--- src/rtl/mem_arbiter.sv ---
`default_nettype none
// ============================================================================
// Module   : mem_arbiter
// Purpose  : Shares one single-port synchronous memory between the core's
//            instruction-fetch port (i_*) and data port (d_*). At most one
//            access is accepted per cycle. Read data (1-cycle latency) is
//            steered back to the port that issued the read. A pending fetch
//            is forced through after MAX_WAIT consecutive denied cycles.
//
// Ports    : sysclk, nrst_in              clock / async active-low reset
//            i_req,i_addr -> i_gnt        fetch request / accept
//            i_rvalid,i_rdata             fetch read return
//            d_req,d_we,d_addr,d_wdata    data request
//            d_gnt,d_rvalid,d_rdata       data accept / read return
//            mem_en,mem_we,mem_addr,      memory command
//            mem_wdata, mem_rdata         memory data
//            busy                         a read is outstanding
//
// Options  : ARB_ROUND_ROBIN_EN - when defined, simultaneous requests go to
//            the port that did not own the previous transfer; the MAX_WAIT
//            override still applies. Undefined: fixed data-port priority.
//
// Revision : 1.0 - initial release
// ============================================================================
module mem_arbiter #(
  parameter int DATA_W   = 32,
  parameter int ADDR_W   = 32,
  parameter int MEM_AW   = 20,
  parameter int MAX_WAIT = 15
) (
  input  logic              sysclk,
  input  logic              nrst_in,
  // instruction-fetch port
  input  logic              i_req,
  input  logic [ADDR_W-1:0] i_addr,
  output logic              i_gnt,
  output logic              i_rvalid,
  output logic [DATA_W-1:0] i_rdata,
  // data port
  input  logic              d_req,
  input  logic              d_we,
  input  logic [ADDR_W-1:0] d_addr,
  input  logic [DATA_W-1:0] d_wdata,
  output logic              d_gnt,
  output logic              d_rvalid,
  output logic [DATA_W-1:0] d_rdata,
  // memory side
  output logic              mem_en,
  output logic              mem_we,
  output logic [MEM_AW-1:0] mem_addr,
  output logic [DATA_W-1:0] mem_wdata,
  input  logic [DATA_W-1:0] mem_rdata,
  // status
  output logic              busy
);

  // Owner encoding shared by rd_owner and last_owner.
  localparam logic       c_own_data  = 1'b0;
  localparam logic       c_own_fetch = 1'b1;
  localparam logic [7:0] c_max_wait  = 8'(MAX_WAIT);

  logic       r_rd_pend;
  logic       r_rd_owner;
  logic       r_last_owner;
  logic [7:0] r_wait_cnt;

  logic       w_starved;
  logic       w_i_wins;
  logic       w_i_gnt;
  logic       w_d_gnt;
  logic       w_rd_accept;

  // --------------------------------------------------------------------------
  // Grant. w_i_wins only matters when both ports request. Grants are gated
  // by nrst_in so nothing is accepted while reset is asserted.
  // --------------------------------------------------------------------------
  always_comb begin
    w_starved = (r_wait_cnt == c_max_wait);
`ifdef ARB_ROUND_ROBIN_EN
    w_i_wins  = w_starved | (r_last_owner == c_own_data);
`else
    w_i_wins  = w_starved;
`endif
    w_i_gnt     = nrst_in & i_req & (~d_req | w_i_wins);
    w_d_gnt     = nrst_in & d_req & ~w_i_gnt;
    w_rd_accept = w_i_gnt | (w_d_gnt & ~d_we);
  end

`ifndef ARB_ROUND_ROBIN_EN
  // last_owner is tracked in both builds but only steers grants with
  // round-robin enabled.
  logic w_unused_last_owner;
  assign w_unused_last_owner = r_last_owner;
`endif

  assign i_gnt = w_i_gnt;
  assign d_gnt = w_d_gnt;

  // --------------------------------------------------------------------------
  // Memory command. Fetch never writes, so write data always comes from the
  // data port. When idle the address follows the data port (don't-care).
  // --------------------------------------------------------------------------
  assign mem_en    = w_i_gnt | w_d_gnt;
  assign mem_we    = w_d_gnt & d_we;
  assign mem_addr  = w_i_gnt ? i_addr[MEM_AW+1:2] : d_addr[MEM_AW+1:2];
  assign mem_wdata = d_wdata;

  // Byte-offset bits and bits above the memory range are dropped on purpose.
  logic w_unused_addr_low;
  assign w_unused_addr_low = ^{i_addr[1:0], d_addr[1:0]};

  if (ADDR_W > MEM_AW + 2) begin : g_addr_upper
    logic w_unused_addr_high;
    assign w_unused_addr_high = ^{i_addr[ADDR_W-1:MEM_AW+2],
                                  d_addr[ADDR_W-1:MEM_AW+2]};
  end

  // --------------------------------------------------------------------------
  // Read return: the memory answers one cycle after the accepted read, so
  // a single pending flag plus owner bit is enough even for back-to-back
  // reads (each accepted read overwrites the previous, already-returned one).
  // --------------------------------------------------------------------------
  assign i_rvalid = r_rd_pend & (r_rd_owner == c_own_fetch);
  assign d_rvalid = r_rd_pend & (r_rd_owner == c_own_data);
  assign i_rdata  = i_rvalid ? mem_rdata : '0;
  assign d_rdata  = d_rvalid ? mem_rdata : '0;
  assign busy     = r_rd_pend;

  always_ff @(posedge sysclk or negedge nrst_in) begin
    if (!nrst_in) begin
      r_rd_pend    <= 1'b0;
      r_rd_owner   <= c_own_data;
      r_last_owner <= c_own_data;
      r_wait_cnt   <= 8'd0;
    end else begin
      r_rd_pend <= w_rd_accept;
      if (w_rd_accept) begin
        r_rd_owner <= w_i_gnt ? c_own_fetch : c_own_data;
      end
      if (w_i_gnt | w_d_gnt) begin
        r_last_owner <= w_i_gnt ? c_own_fetch : c_own_data;
      end
      // Count consecutive denied fetch cycles; saturate at the threshold so
      // the override stays asserted until the fetch is actually taken.
      if (i_req & ~w_i_gnt) begin
        if (r_wait_cnt != c_max_wait) begin
          r_wait_cnt <= r_wait_cnt + 8'd1;
        end
      end else begin
        r_wait_cnt <= 8'd0;
      end
    end
  end

endmodule
`default_nettype wire
--- config.mk ---
export PLATFORM = sky130hd
export DESIGN_NAME = mem_arbiter
export DESIGN_NICKNAME = d
export VERILOG_FILES = /design/src/rtl/mem_arbiter.sv
export SDC_FILE = /design/constraint.sdc
export NUM_CORES = 1
export LEC_CHECK = 0
export BUFFER_PORTS_ARGS = -buffer_cell sky130_fd_sc_hd__buf_2
export CAP_MARGIN = 15
export CELL_PAD_IN_SITES_DETAIL_PLACEMENT = 2
export CELL_PAD_IN_SITES_GLOBAL_PLACEMENT = 2
export CORE_ASPECT_RATIO = 1.25
export CORE_UTILIZATION = 14
export DETAILED_ROUTE_END_ITERATION = 8
export HOLD_SLACK_MARGIN = 0.15
export PLACE_DENSITY = 0.87
export SYNTH_ARGS = -nofsm -noshare
export SYNTH_HDL_FRONTEND = slang
export SYNTH_SLANG_ARGS = --single-unit
--- constraint.sdc ---
create_clock -name sysclk -period 5.2 [get_ports sysclk]
set_clock_uncertainty 0.15 [all_clocks]
set_input_delay 0.26 -clock sysclk [delete_from_list [all_inputs] [get_ports sysclk]]
set_output_delay 0.26 -clock sysclk [all_outputs]
set_load 0.01 [all_outputs]
# After elaboration in Yosys (flattened, before gate mapping)
# Index checks and enable logic that the tools add are counted.
# totals
regBits	10
# op_classes
bitwise	16
add_sub_neg	1
eq_ne	3
n_mux	6
# op_table
operator	count
two-way mux 32 bit	2
two-way mux 20 bit	1
two-way mux 8 bit	2
bitwise AND 1 bit	9
adder 8 x 1 -> 8 bit, second input constant	1
== test 8 x 4 -> 1 bit, second input constant	1
inequality test 8 x 4 -> 1 bit, second input constant	1
inverter 1 bit	4
bitwise OR 1 bit	3
inequality test 2 x 1 -> 1 bit, second input constant	1
two-way mux 1 bit	1

# Depth between registers and ports, before layout
# depth
word_depth	7
depth_mapped	5

# Worst setup path before layout
# No wires, ideal clock.
# synth_timing
kind	reg-to-output
startpoint	reg r_wait_cnt[0]
endpoint	out mem_addr[9]
arrival_ns	1.539
setup_slack_ns	3.251
n_path_buf	1
path_stages_with_launch	6
cell_sequence	dfrtp_1 -> ha_1 -> nand3_2 -> clkbuf_1 -> o211ai_2 -> o211ai_1
# synth_between
elab_chain_cells	4
# synth_rtl
element	line	rtl
start, declared	65	logic [7:0] r_wait_cnt;
start signal, assigned	147	r_wait_cnt <= r_wait_cnt + 8'd1;
== test 8 x 4 -> 1 bit	78	w_starved = (r_wait_cnt == c_max_wait);
bitwise OR 1 bit	84	w_i_gnt = nrst_in & i_req & (~d_req | w_i_wins);
bitwise AND 1 bit	84	
two-way mux 20 bit	105	assign mem_addr = w_i_gnt ? i_addr[MEM_AW+1:2] : d_addr[MEM_AW+1:2];
end, declared	50	output logic [MEM_AW-1:0] mem_addr,
# No other way between the ends.

# Worst setup path after layout
# Ends and elaborated chain as after synthesis.

==> Flow_metrics.wiki <==
{| class="wikitable"
! Metric !! Value
|-
| Status || complete, no violations
|-
| Areal power density over the cells || roughly 150 mW/mm2
|-
| Vias in the first global route || 2721
|-
| CTS Hold Bufs || 2
|-
| Count of unique library cells instantiated by Yosys || 35
|-
| Critical path's top delay family || compound AO/OA/AOI/OAI gates
|-
| Power after layout || approximately 400 uW
|-
| Final period utilization || around 56%
|-
| Cell type contributing the most total cell area after synthesis || sky130_fd_sc_hd__dfrtp_1
|-
| Synthesis Warnings || 0
|-
| Multi-input gate area || around 0.0013 mm2
|-
| Flip-flop and latch count after synthesis || 10
|-
| Number of flops mapped to enable cells by yosys || 0
|-
| Number of nets still failing antenna checks after routing || 0
|-
| Share of the synthesized area in the top cell type || 13.1%
|-
| Pin count of the biggest net entering global routing || 36
|-
| Final Slew Violations || 0
|-
| Summed instance area of the synthesized netlist || between 0.0015 and 0.002 mm2
|-
| Number of clock buffers inserted by TritonCTS || 3
|-
| Hpwl dp || just over 7 mm
|-
| Top post-synthesis cells by count || 34 x sky130_fd_sc_hd__and2_1, 33 x sky130_fd_sc_hd__and3_1, 32 x sky130_fd_sc_hd__buf_4
|-
| Top-Level Pins || about 260
|-
| Nets in the synthesized netlist || around 400
|-
| Worst-case headroom to the max-slew limit || between 20% and 30%
|-
| Setup repair after global routing missed its margin || false
|-
| Sink Count || 10
|-
| Clk root buf || sky130_fd_sc_hd__clkbuf_16
|-
| Data arrival at the endpoint of the critical path || 2.51 ns
|-
| Required time worst endpoint || approximately 4.8 ns
|-
| Global router's overall resource usage || roughly 12%
|-
| Most instantiated flip-flop cell in the synthesis netlist || sky130_fd_sc_hd__dfrtp_1
|-
| Number of nets in the layout || about 520
|-
| Final cell utilization of the core || approximately a fifth
|-
| VDD IR max || just under 0.09 mV
|-
| Max Fanout on Critical Path || 23
|-
| Number of inserted diodes || 0
|-
| Die area || ~0.014 mm2
|-
| Max Buffers Root-to-Sink || 2
|-
| Fraction of layout cells with a size suffix above 1 || between 50% and 60%
|-
| Width of the die || around 110 um
|-
| Crit path buffers/inverters || 1
|-
| Clock period minus worst slack || 2.92 ns
|-
| Via count of the routed design || around 2500
|-
| Floorplan row count || 47
|-
| Height of the chip || about 130 um
|-
| Initial antenna violation count || 0
|-
| Vias/cell || around 4.5
|-
| Sort of element at the start of the critical path || flop
|-
| CP Cell Sequence || ha_1 > and3_1 > a21boi_2 > o211ai_1 > buf_2
|-
| Number of violations reported at the end of detailed-routing iteration 0 || 38
|-
| Final Worst Setup Slack || roughly 2.3 ns
|-
| Initial Utilization || around 14%
|-
| Global route total overflow || 0
|-
| Max stage delay cell, worst path || sky130_fd_sc_hd__a21boi_2
|-
| Storage element area || roughly 250 um2
|-
| Count of max-cap constraint violations || 0
|-
| Final setup violation count || 0
|-
| Clock transition at path regs || approximately 0.04 ns
|-
| Sequential area share after synthesis || 13.1%
|-
| Most common cell in the netlist || sky130_fd_sc_hd__and2_1
|-
| Worst slew pin tran || approximately 1.1 ns
|-
| LEAKAGE || about 1.5 nW
|-
| Average wire per cell in the routed design || between 15 and 20 um
|-
| CORE AREA || roughly 0.013 mm2
|-
| Total of buffers placed on input and output ports || roughly 170
|-
| Category of the worst setup path capture point || output pin
|-
| Last weighted congestion value of the routability-driven placer || between 0.7 and 0.8
|-
| Mapped Avg Cell Area || 7.25 um2
|-
| Drt first pass iters || 3
|-
| Number of gates resized after CTS || 0
|-
| Cell count after synthesis || ~260
|-
| Placed cell count || between 500 and 600
|-
| Final routed wirelength across all metal layers || approximately 9 mm
|-
| H-tree Lvls || 1
|-
| Minimum setup slack after placement || between 2 and 3 ns
|-
| Critical Setup Path Class || flop to output pin
|-
| CTS tree || done
|-
| Fill cell total of the finished layout || roughly 1600
|-
| Class of the most critical hold timing path || primary input to flop
|-
| Clock latency reported for the late side of the worst-skew pair || between 0.2 and 0.25 ns
|-
| Setup TNS || 0 ns
|-
| Critical path's largest stage delay || 0.87 ns
|-
| Ranking of synthesized cells by area || sky130_fd_sc_hd__dfrtp_1 13%, sky130_fd_sc_hd__o211ai_2 13%, sky130_fd_sc_hd__buf_4 13%, sky130_fd_sc_hd__and2_1 11%, sky130_fd_sc_hd__and3_1 11%
|-
| FFs w/ async S/R, synth || 100%
|-
| Final Hold Vio Count || 0
|-
| First-pass GRT wire length || roughly 14 mm
|-
| Residual DRC count || 0
|-
| F_max || about 340 MHz
|-
| Non-filler cells, final || around 550
|-
| Relative area change from synthesis to final layout || 42.4%
|-
| Post-CTS Setup Repair Bufs || 0
|}
==> power breakdown <==
| part | switching [mW] | total (mW) | internal [mW] |
|---|---|---|---|
| Sequential | 0.0167 | 0.0977 | 0.0810 |
| Combinational | 0.0919 | 0.167 | 0.0755 |
| Clock | 0.0357 | 0.135 | 0.0997 |
| Total | 0.144 | 0.400 | 0.256 |
==> per-stage QoR <==
step	hold WS, ns	instance area, um2
floorplan	-0.186	1910
global placement	0.0425	2630
global route	0.298	2730
CTS	0.260	2730
finish	0.251	2730
detailed placement	0.0598	2630
==> registers in the layout (all words and copies together) (netlist names) <==
name,cells
r_rd_owner,1
r_wait_cnt,8
busy,1
==> layout by cell type, fill, tap and decap left out, types with 5 or more instances in the layout <==
master	netlist	layout
sky130_fd_sc_hd__buf_2	3	167
sky130_fd_sc_hd__and2_1	34	34
sky130_fd_sc_hd__and3_1	33	33
sky130_fd_sc_hd__nand2_1	25	25
sky130_fd_sc_hd__o21ai_0	25	25
sky130_fd_sc_hd__o211ai_2	20	20
sky130_fd_sc_hd__o211ai_1	20	20
sky130_fd_sc_hd__dfrtp_1	10	10
sky130_fd_sc_hd__nor2_1	5	5
sky130_fd_sc_hd__a221oi_1	5	5
==> routing by layer <==
layer / wire, um / vias up / track usage (%)
met1: 2950 / 1178 / 10.8
met5: 0 / - / 0
met3: 884 / 17 / 3.20
met4: 187 / 0 / 4.34
met2: 4940 / 152 / 25.6
li1: - / 1163 / -
==> final timing paths <==
path                          startpoint       endpoint  slack, ns  cells past startpoint
setup reg to reg           r_wait_cnt[0]  r_wait_cnt[6]       2.78                      4
hold reg to reg            r_wait_cnt[1]  r_wait_cnt[1]       0.47                      2
setup / recovery           r_wait_cnt[0]    mem_addr[9]       2.28                      5
hold / removal                     i_req     r_rd_owner       0.25                      3
max in group asynchronous        nrst_in     r_rd_owner       4.26                      2
min in group asynchronous        nrst_in  r_wait_cnt[5]       0.35                      2
==> worst reg2reg max path: stages, from the launching register on <==
cell and delay (ns):
sky130_fd_sc_hd__dfrtp_1 0.42, sky130_fd_sc_hd__ha_1 0.25, sky130_fd_sc_hd__nand3_2 0.64, sky130_fd_sc_hd__or3_1 0.61, sky130_fd_sc_hd__a221oi_1 0.26
==> area by class of cell <==
type / count / share of cell area, %
multi-input cells: 193 / 47.7
repair buffers: 171 / 32.0
clock buffers: 3 / 2.75
inverters: 4 / 0.551
well taps: 171 / 7.85
flip-flops and latches: 10 / 9.18
==> cell families (layout without fill, tap and decap cells) <==
logic type	after synthesis	in the layout	synth area share (%)
flip-flops	10	10	13.1
buffers and inverters	61	178	19.2
adder cells (fa/ha/maj)	1	1	0.653
AND/OR/NAND/NOR	108	108	31.8
AO/OA/AOI/OAI	84	84	35.3
Note: power is estimated with default switching activity, not from simulation.
